[src/rtl/contador_parametrizado.sv]
// Parameterised modulo up/down counter with synchronous clear/load, wrap or saturate at the
// boundaries, a combinational terminal-count flag for cascading and a registered wrap pulse.
module contador_parametrizado #(
  parameter int unsigned WIDTH    = 3,
  parameter int unsigned MODULO   = 8,
  parameter bit          SATURATE = 1'b0
) (
  input  logic             clk1,
  input  logic             clr_n,
  input  logic             sclr,
  input  logic             load,
  input  logic [WIDTH-1:0] d,
  input  logic             en,
  input  logic             up,
  output logic [WIDTH-1:0] Q,
  output logic             tc,
  output logic             wrap
);

  localparam logic [WIDTH-1:0] MaxQ = WIDTH'(MODULO - 1);

  logic [WIDTH-1:0] cnt_q, cnt_d;
  logic             wrap_q, wrap_d;
  logic             q_in_range, d_in_range;
  logic             at_top, at_bottom, at_bound;

  // When MODULO fills the whole register every code is legal, so skip the compare.
  if (MODULO == (32'd1 << WIDTH)) begin : g_full_range
    assign q_in_range = 1'b1;
    assign d_in_range = 1'b1;
  end else begin : g_part_range
    localparam logic [WIDTH-1:0] ModQ = WIDTH'(MODULO);
    assign q_in_range = (cnt_q < ModQ);
    assign d_in_range = (d < ModQ);
  end

  // An out-of-range count behaves as a boundary in both directions.
  assign at_top    = (cnt_q == MaxQ) || !q_in_range;
  assign at_bottom = (cnt_q == '0) || !q_in_range;
  assign at_bound  = up ? at_top : at_bottom;

  always_comb begin
    cnt_d  = cnt_q;
    wrap_d = 1'b0;
    if (sclr) begin
      cnt_d = '0;
    end else if (load) begin
      cnt_d = d_in_range ? d : MaxQ;
    end else if (en) begin
      wrap_d = at_bound;
      if (!q_in_range) begin
        cnt_d = up ? '0 : MaxQ;
      end else if (at_bound) begin
        if (!SATURATE) begin
          cnt_d = up ? '0 : MaxQ;
        end
      end else begin
        cnt_d = up ? (cnt_q + WIDTH'(1)) : (cnt_q - WIDTH'(1));
      end
    end
  end

  always_ff @(posedge clk1 or negedge clr_n) begin
    if (!clr_n) begin
      cnt_q  <= '0;
      wrap_q <= 1'b0;
    end else begin
      cnt_q  <= cnt_d;
      wrap_q <= wrap_d;
    end
  end

  assign Q    = cnt_q;
  assign wrap = wrap_q;
  // Unregistered so it can feed the en of a cascaded stage in the same cycle.
  assign tc   = en & (up ? (cnt_q == MaxQ) : (cnt_q == '0));

endmodule

[config.mk]
export PLATFORM = sky130hd
export DESIGN_NAME = contador_parametrizado
export DESIGN_NICKNAME = d
export VERILOG_FILES = /design/src/rtl/contador_parametrizado.sv
export SDC_FILE = /design/constraint.sdc
export NUM_CORES = 1
export LEC_CHECK = 0
export CORE_AREA = 2 2 39 41
export CTS_CLUSTER_DIAMETER = 60
export CTS_CLUSTER_SIZE = 24
export DETAILED_ROUTE_END_ITERATION = 8
export DIE_AREA = 0 0 41 43
export GPL_TIMING_DRIVEN = 0
export PLACE_DENSITY = 0.51
export RECOVER_POWER = 25
export SLEW_MARGIN = 5
export SYNTH_ARGS = -nofsm -noshare
export SYNTH_HDL_FRONTEND = slang
export SYNTH_SLANG_ARGS = --single-unit
[constraint.sdc]
create_clock -name clk1 -period 2.4 [get_ports clk1]
set_input_delay 0.24 -clock clk1 [delete_from_list [all_inputs] [get_ports clk1]]
set_output_delay 0.24 -clock clk1 [all_outputs]
set_load 0.02 [all_outputs]
==> impl_metrics.tcl, run 1 <==
set metrics [dict create \
    dp_hpwl_um 545.1 \
    crit_path_end "tc" \
    peakVddDrop_mv 0.2478 \
    hold_class "in -> async" \
    cp_data_arrival_time_ns 1.93 \
    status "finished clean" \
    coreArea_mm2 0.001384 \
    wl_um 682 \
    start_util 0.2152 \
    power_frac_clock 0.342 \
    drv_slew 0 \
    ant_nets 0 \
    r2r_start "Q[0]" \
    cp-start-kind "primary input" \
    synth_seq_cells 4 \
    synthFlopType "dfrtp_1" \
    syn-instance-count 30 \
    die-area_mm2 0.001763 \
    portBuffers 13 \
    syn_avg_cell_area_um2 9.926 \
    synth_compound_area_frac 0.1891 \
    post-cts-setup-buffer-count 0 \
    period_share 0.9044 \
    cts-root-buf "clkbuf_4" \
    dp_slack_ns 0.2183 \
    cts_hold_buf 0 \
    syn_to_final_growth_pct 57.98 \
    p_sw_uw 68.59 \
    combPwrFrac 0.310 \
    sequentialPowerShare 0.348 \
    track_usage 0.1017 \
    ys_seq_area_frac 0.3361 \
    synth_top_family_by_area "simple AND/OR/NAND/NOR gates" \
    ys_types 18 \
    drcViolationCount 0 \
    p_leak_nw 0.1864 \
    vias 294 \
    yosysWarnings 0 \
    setup_ws_ns 0.2293 \
    ff2ff_path_depth 5 \
    die_h_um 43 \
    synth-xor-area-share 0.05882 \
    htree_levels 1 \
    worstPathMaxFanout 8 \
    register_area_um2 100.1 \
    synth-simple-area-share 0.2899 \
    critical-path-max-stage-delay_ns 0.60 \
    path_clk_slew_ns 0.04 \
    die_x_um 41 \
    cts_tree "done" \
    grt_pass1_vias 269 \
    synthMuxAreaShare 0.03361 \
    skew_ns 0.005572 \
    crit_start "up" \
    drt_iter0_markers 4 \
    power.internal_uw 168.4 \
    drv_cap 0 \
    top_level_ports 14 \
    ctsResizeCount 0 \
    tns_ns 0 \
    cpMostUsedCell "clkdlybuf4s50_1" \
    slew_headroom 0.7791 \
    wire_per_inst_um 11.00 \
    synth_edf_count 0 \
    tightest_slew_ns 0.3267 \
    overflow 0 \
    synth_fp_nets 40 \
    slowest_stage "clkdlybuf4s50_1" \
    critical_path_class "in -> out" \
    end_kind "output pin" \
    finalSetupViolations 0 \
    netlist_area_um2 297.8 \
    num_rows 14 \
    synthAdderAreaFrac 0.06723 \
    critPathRequiredTime_ns 2.16 \
    multi_input_area_um2 190.2 \
    rsz0062_at_grt "no" \
    async_flop_share 1.000 \
    grt_pass1_wl_mm 1.193 \
    grt_max_degree 9 \
    reg2reg_slack_ns 0.54 \
    fmax_mhz 460.7 \
    power_density_mw_per_mm2 503.8 \
    rr_endpoint "Q[2]" \
    clk_path_buf_depth 2 \
    diodes 0 \
    period_minus_slack_ns 2.171 \
    clock_sinks 4 \
    final_cell_mix "clkdlybuf4s50_1, dfrtp_1, o21ai_0, clkbuf_4" \
    numCtsBuffers 3 \
    layout-drive-gt1-share 0.1087 \
    fin_total_pwr_uw 237.0 \
    grt_antenna_before_repair 0 \
    place_congestion 0.6555 \
    mostFrequentLayoutCell "clkdlybuf4s50_1" \
    clock_latency_ns 0.23 \
    final_nets 58 \
    path_cells "clkdlybuf4s50_1, nor4_2, a41oi_1, nor2b_1, clkdlybuf4s50_1" \
    sw_frac_of_total 0.2894 \
    fillCellCount 155 \
    via_per_inst 4.742 \
    hold_viol_final 0 \
    drtPass1Iterations 4 \
]
cells in the mapped netlist (all sizes together), types with 2 or more instances:
cell / count / area share
and3b: 2 / 0.059
xor2: 2 / 0.059
dfrtp: 4 / 0.34
o21ai: 4 / 0.067
nor3: 2 / 0.034
nor2: 2 / 0.025
inv: 2 / 0.025
nor2b: 2 / 0.042
final cells by class:
cell class,instances,share of cell area
Multi-Input combinational cell,24,0.4043
Timing Repair Buffer,13,0.2766
Sequential cell,4,0.2128
Clock buffer,3,0.04787
Tap cell,16,0.04255
Inverter,2,0.01596
critical path: cells and delay by family:
kind	cells	cell delay [ns]
AOI/OAI and AO/OA	1	0.10
buffers and inverters	2	1.15
and+or+nand+nor	2	0.43
through the flow:
step | cell area [µm²] | util | hold slack, ns | cells
after global routing | 470.5 | 0.3400 | 0.2797 | 62
after CTS | 470.5 | 0.3400 | 0.2031 | 62
final | 470.5 | 0.3400 | 0.2761 | 62
after floorplan | 297.8 | - | -0.05559 | 30
after detailed placement | 447.9 | 0.3237 | 0.4556 | 59
after global placement | 447.9 | 0.3237 | 0.4561 | 59
power by group through the flow:
stage                     clock network [mW]  logic (mW)  registers (mW)
final                                 0.0811      0.0736          0.0824
after global routing                  0.0922      0.0831          0.0838
after CTS                             0.0867      0.0757          0.0825
after detailed placement                   0      0.0754          0.0832
after global placement                     0      0.0747          0.0835
after floorplan                            0      0.0337          0.0867
worst min path at each step:
stage	to	slack (ns)	cells past startpoint
after detailed placement	wrap	0.46	1
after global routing	wrap	0.28	1
after CTS	wrap	0.20	1
after global placement	wrap	0.46	1
final	Q[1]	0.28	1
after floorplan	Q[0]	-0.06	0
state kept, by name, summed over array words and instances (netlist names):
signal  flops
wrap        1
Q           3
cells by family after synthesis:
family,after synthesis
adders and majority gates,1
AOI/OAI and AO/OA,8
DFF,4
muxes,1
and+or+nand+nor,12
buffers and inverters,2
xor gates and xnor gates,2
metal layers:
layer | up-vias | routed length (µm) | GRT usage
met5 | - | 0 | 0
met3 | 0 | 41 | 0.06283
li1 | 148 | - | -
met1 | 135 | 334 | 0.1364
met4 | 0 | 0 | 0.02000
met2 | 11 | 306 | 0.1375
(Power assumes the default switching activity.)
==> inputs of run 2 (changes only) <==
--- a/config.mk
+++ b/config.mk
@@ -5,6 +5,7 @@
 export SDC_FILE = /design/constraint.sdc
 export NUM_CORES = 1
 export LEC_CHECK = 0
+export CAP_MARGIN = 20
 export CORE_AREA = 2 2 39 41
 export CTS_CLUSTER_DIAMETER = 60
 export CTS_CLUSTER_SIZE = 24
==> results of run 2 <==
No change in the layout: final DEF, timing and power equal those of run 1.
==> inputs of run 3 (changes only) <==
--- a/config.mk
+++ b/config.mk
@@ -5,14 +5,14 @@
 export SDC_FILE = /design/constraint.sdc
 export NUM_CORES = 1
 export LEC_CHECK = 0
-export CAP_MARGIN = 20
+export CAP_MARGIN = 10
 export CORE_AREA = 2 2 39 41
 export CTS_CLUSTER_DIAMETER = 60
 export CTS_CLUSTER_SIZE = 24
 export DETAILED_ROUTE_END_ITERATION = 8
 export DIE_AREA = 0 0 41 43
 export GPL_TIMING_DRIVEN = 0
-export PLACE_DENSITY = 0.51
+export PLACE_DENSITY = 0.53
 export RECOVER_POWER = 25
 export SLEW_MARGIN = 5
 export SYNTH_ARGS = -nofsm -noshare
==> constraint.sdc (replaced) <==
create_clock -name clk1 -period 1.89 [get_ports clk1]
set_input_delay 0.189 -clock clk1 [delete_from_list [all_inputs] [get_ports clk1]]
set_output_delay 0.189 -clock clk1 [all_outputs]
set_load 0.02 [all_outputs]
==> impl_metrics.tcl, run 3 (same netlist as run 1, synthesis figures left out) <==
set metrics [dict create \
    tns_ns 0 \
    portBuffers 13 \
    drv_slew 0 \
    cp-start-kind "flop" \
    mostFrequentLayoutCell "clkdlybuf4s50_1" \
    skew_ns 0.003552 \
    clk_path_buf_depth 2 \
    rr_endpoint "Q[2]" \
    via_per_inst 4.750 \
    dpl_cell_area_um2 447.9 \
    cts-root-buf "clkbuf_4" \
    critPathRequiredTime_ns 2.01 \
    die-area_mm2 0.001763 \
    finalSetupViolations 0 \
    overflow 0 \
    drv_cap 0 \
    die_x_um 41 \
    place_congestion 0.7014 \
    power_frac_clock 0.328 \
    drcViolationCount 0 \
    largest_register_ffs 3 \
    fillCellCount 154 \
    die_h_um 43 \
    p_sw_uw 90.59 \
    clock_sinks 4 \
    wire_per_inst_um 11.03 \
    period_share 0.9201 \
    setup_ws_ns 0.1511 \
    coreArea_mm2 0.001384 \
    end_kind "flop" \
    p_leak_nw 0.2076 \
    track_usage 0.08862 \
    htree_levels 1 \
    crit_start "Q[0]" \
    power_density_mw_per_mm2 619.7 \
    top_level_ports 14 \
    cts_tree "done" \
    sw_frac_of_total 0.2921 \
    grt_pass1_wl_mm 1.062 \
    r2r_start "Q[0]" \
    register_area_um2 102.6 \
    ff2ff_path_depth 5 \
    crit_path_end "Q[2]" \
    period_minus_slack_ns 1.739 \
    fin_total_pwr_uw 310.1 \
    start_util 0.2152 \
    layout-drive-gt1-share 0.2292 \
    drtPass1Iterations 2 \
    grt_pass1_vias 273 \
    placed_cells 59 \
    rsz0062_at_grt "no" \
    diodes 0 \
    hold_viol_final 0 \
    fmax_mhz 575.1 \
    numCtsBuffers 3 \
    final_nets 60 \
    dp_slack_ns -0.1827 \
    syn_to_final_growth_pct 68.07 \
    combPwrFrac 0.330 \
    power.internal_uw 219.5 \
    finish.utilization 0.3617 \
    clock_latency_ns 0.23 \
    ant_nets 0 \
    status "finished clean" \
    drt_iter0_markers 3 \
    fin_area_um2 500.5 \
    cts_hold_buf 0 \
    grt_max_degree 9 \
    cp_data_arrival_time_ns 1.86 \
    slew_headroom 0.7678 \
    holdWs_ns 0.2302 \
    multi_input_area_um2 205.2 \
    path_clk_slew_ns 0.04 \
    vias 304 \
    reg2reg_slack_ns 0.15 \
    num_rows 14 \
    critical_path_class "reg -> reg" \
    sequentialPowerShare 0.342 \
    final_cell_mix "clkdlybuf4s50_1, o21ai_0, clkbuf_4" \
    wl_um 706 \
    peakVddDrop_mv 0.2571 \
    worstPathMaxFanout 6 \
    final_cells 64 \
    tightest_slew_ns 0.3477 \
    grt_antenna_before_repair 0 \
    hold_class "in -> async" \
]
## run 3: cell types whose count changed in the layout (fill, tap and decap cells not counted), sizes merged
cell	change
clkbuf	+1
dlymetal6s2s	+1
clkdlybuf4s50	-2
buf	+2
## run 3: what timing repair did
action	4_1_cts	5_1_grt
endpoints found under the hold margin	0	0
resized for setup	3	5
buffers inserted	0	2
setup endpoints to repair	1	1
## run 3: worst min-delay path by stage
stage           from    to  slack (ns)  depth (start not counted)
4_1_cts        clr_n  wrap        0.15                          1
6_report       clr_n  wrap        0.23                          1
3_3_place_gp   clr_n  wrap        0.40                          1
2_1_floorplan  clr_n  Q[0]       -0.11                          0
3_5_place_dp   clr_n  wrap        0.41                          1
5_1_grt        clr_n  wrap        0.24                          1
## run 3: per-layer routing
metal  wire length, µm  vias up  track usage  share of wire
met5                 0        -            0              0
li1                  -      154            -              -
met3                47        0      0.04712          0.067
met4                 0        0      0.02000              0
met2               312       10       0.1250           0.44
met1               345      140       0.1169           0.49
## run 3: power groups by stage
| stage | Combinational [mW] | Sequential (mW) | Clock [mW] |
|---|---|---|---|
| 2_1_floorplan | 0.0429 | 0.110 | 0 |
| 3_3_place_gp | 0.0939 | 0.106 | 0 |
| 3_5_place_dp | 0.0944 | 0.106 | 0 |
| 4_1_cts | 0.0957 | 0.107 | 0.110 |
| 5_1_grt | 0.111 | 0.108 | 0.115 |
| 6_report | 0.102 | 0.106 | 0.102 |
## run 3: layout make-up
| class | count | share of cell area |
|---|---|---|
| Multi-Input combinational cell | 24 | 0.4100 |
| Timing Repair Buffer | 15 | 0.2850 |
| Sequential cell | 4 | 0.2050 |
| Clock buffer | 3 | 0.04500 |
| Tap cell | 16 | 0.04000 |
| Inverter | 2 | 0.01500 |
## run 3: critical path, stage by stage (launching register included)
cell,delay (ns)
dfrtp_2,0.42
inv_1,0.08
fa_1,0.48
o21ai_0,0.19
o22ai_1,0.11
a2111oi_2,0.36
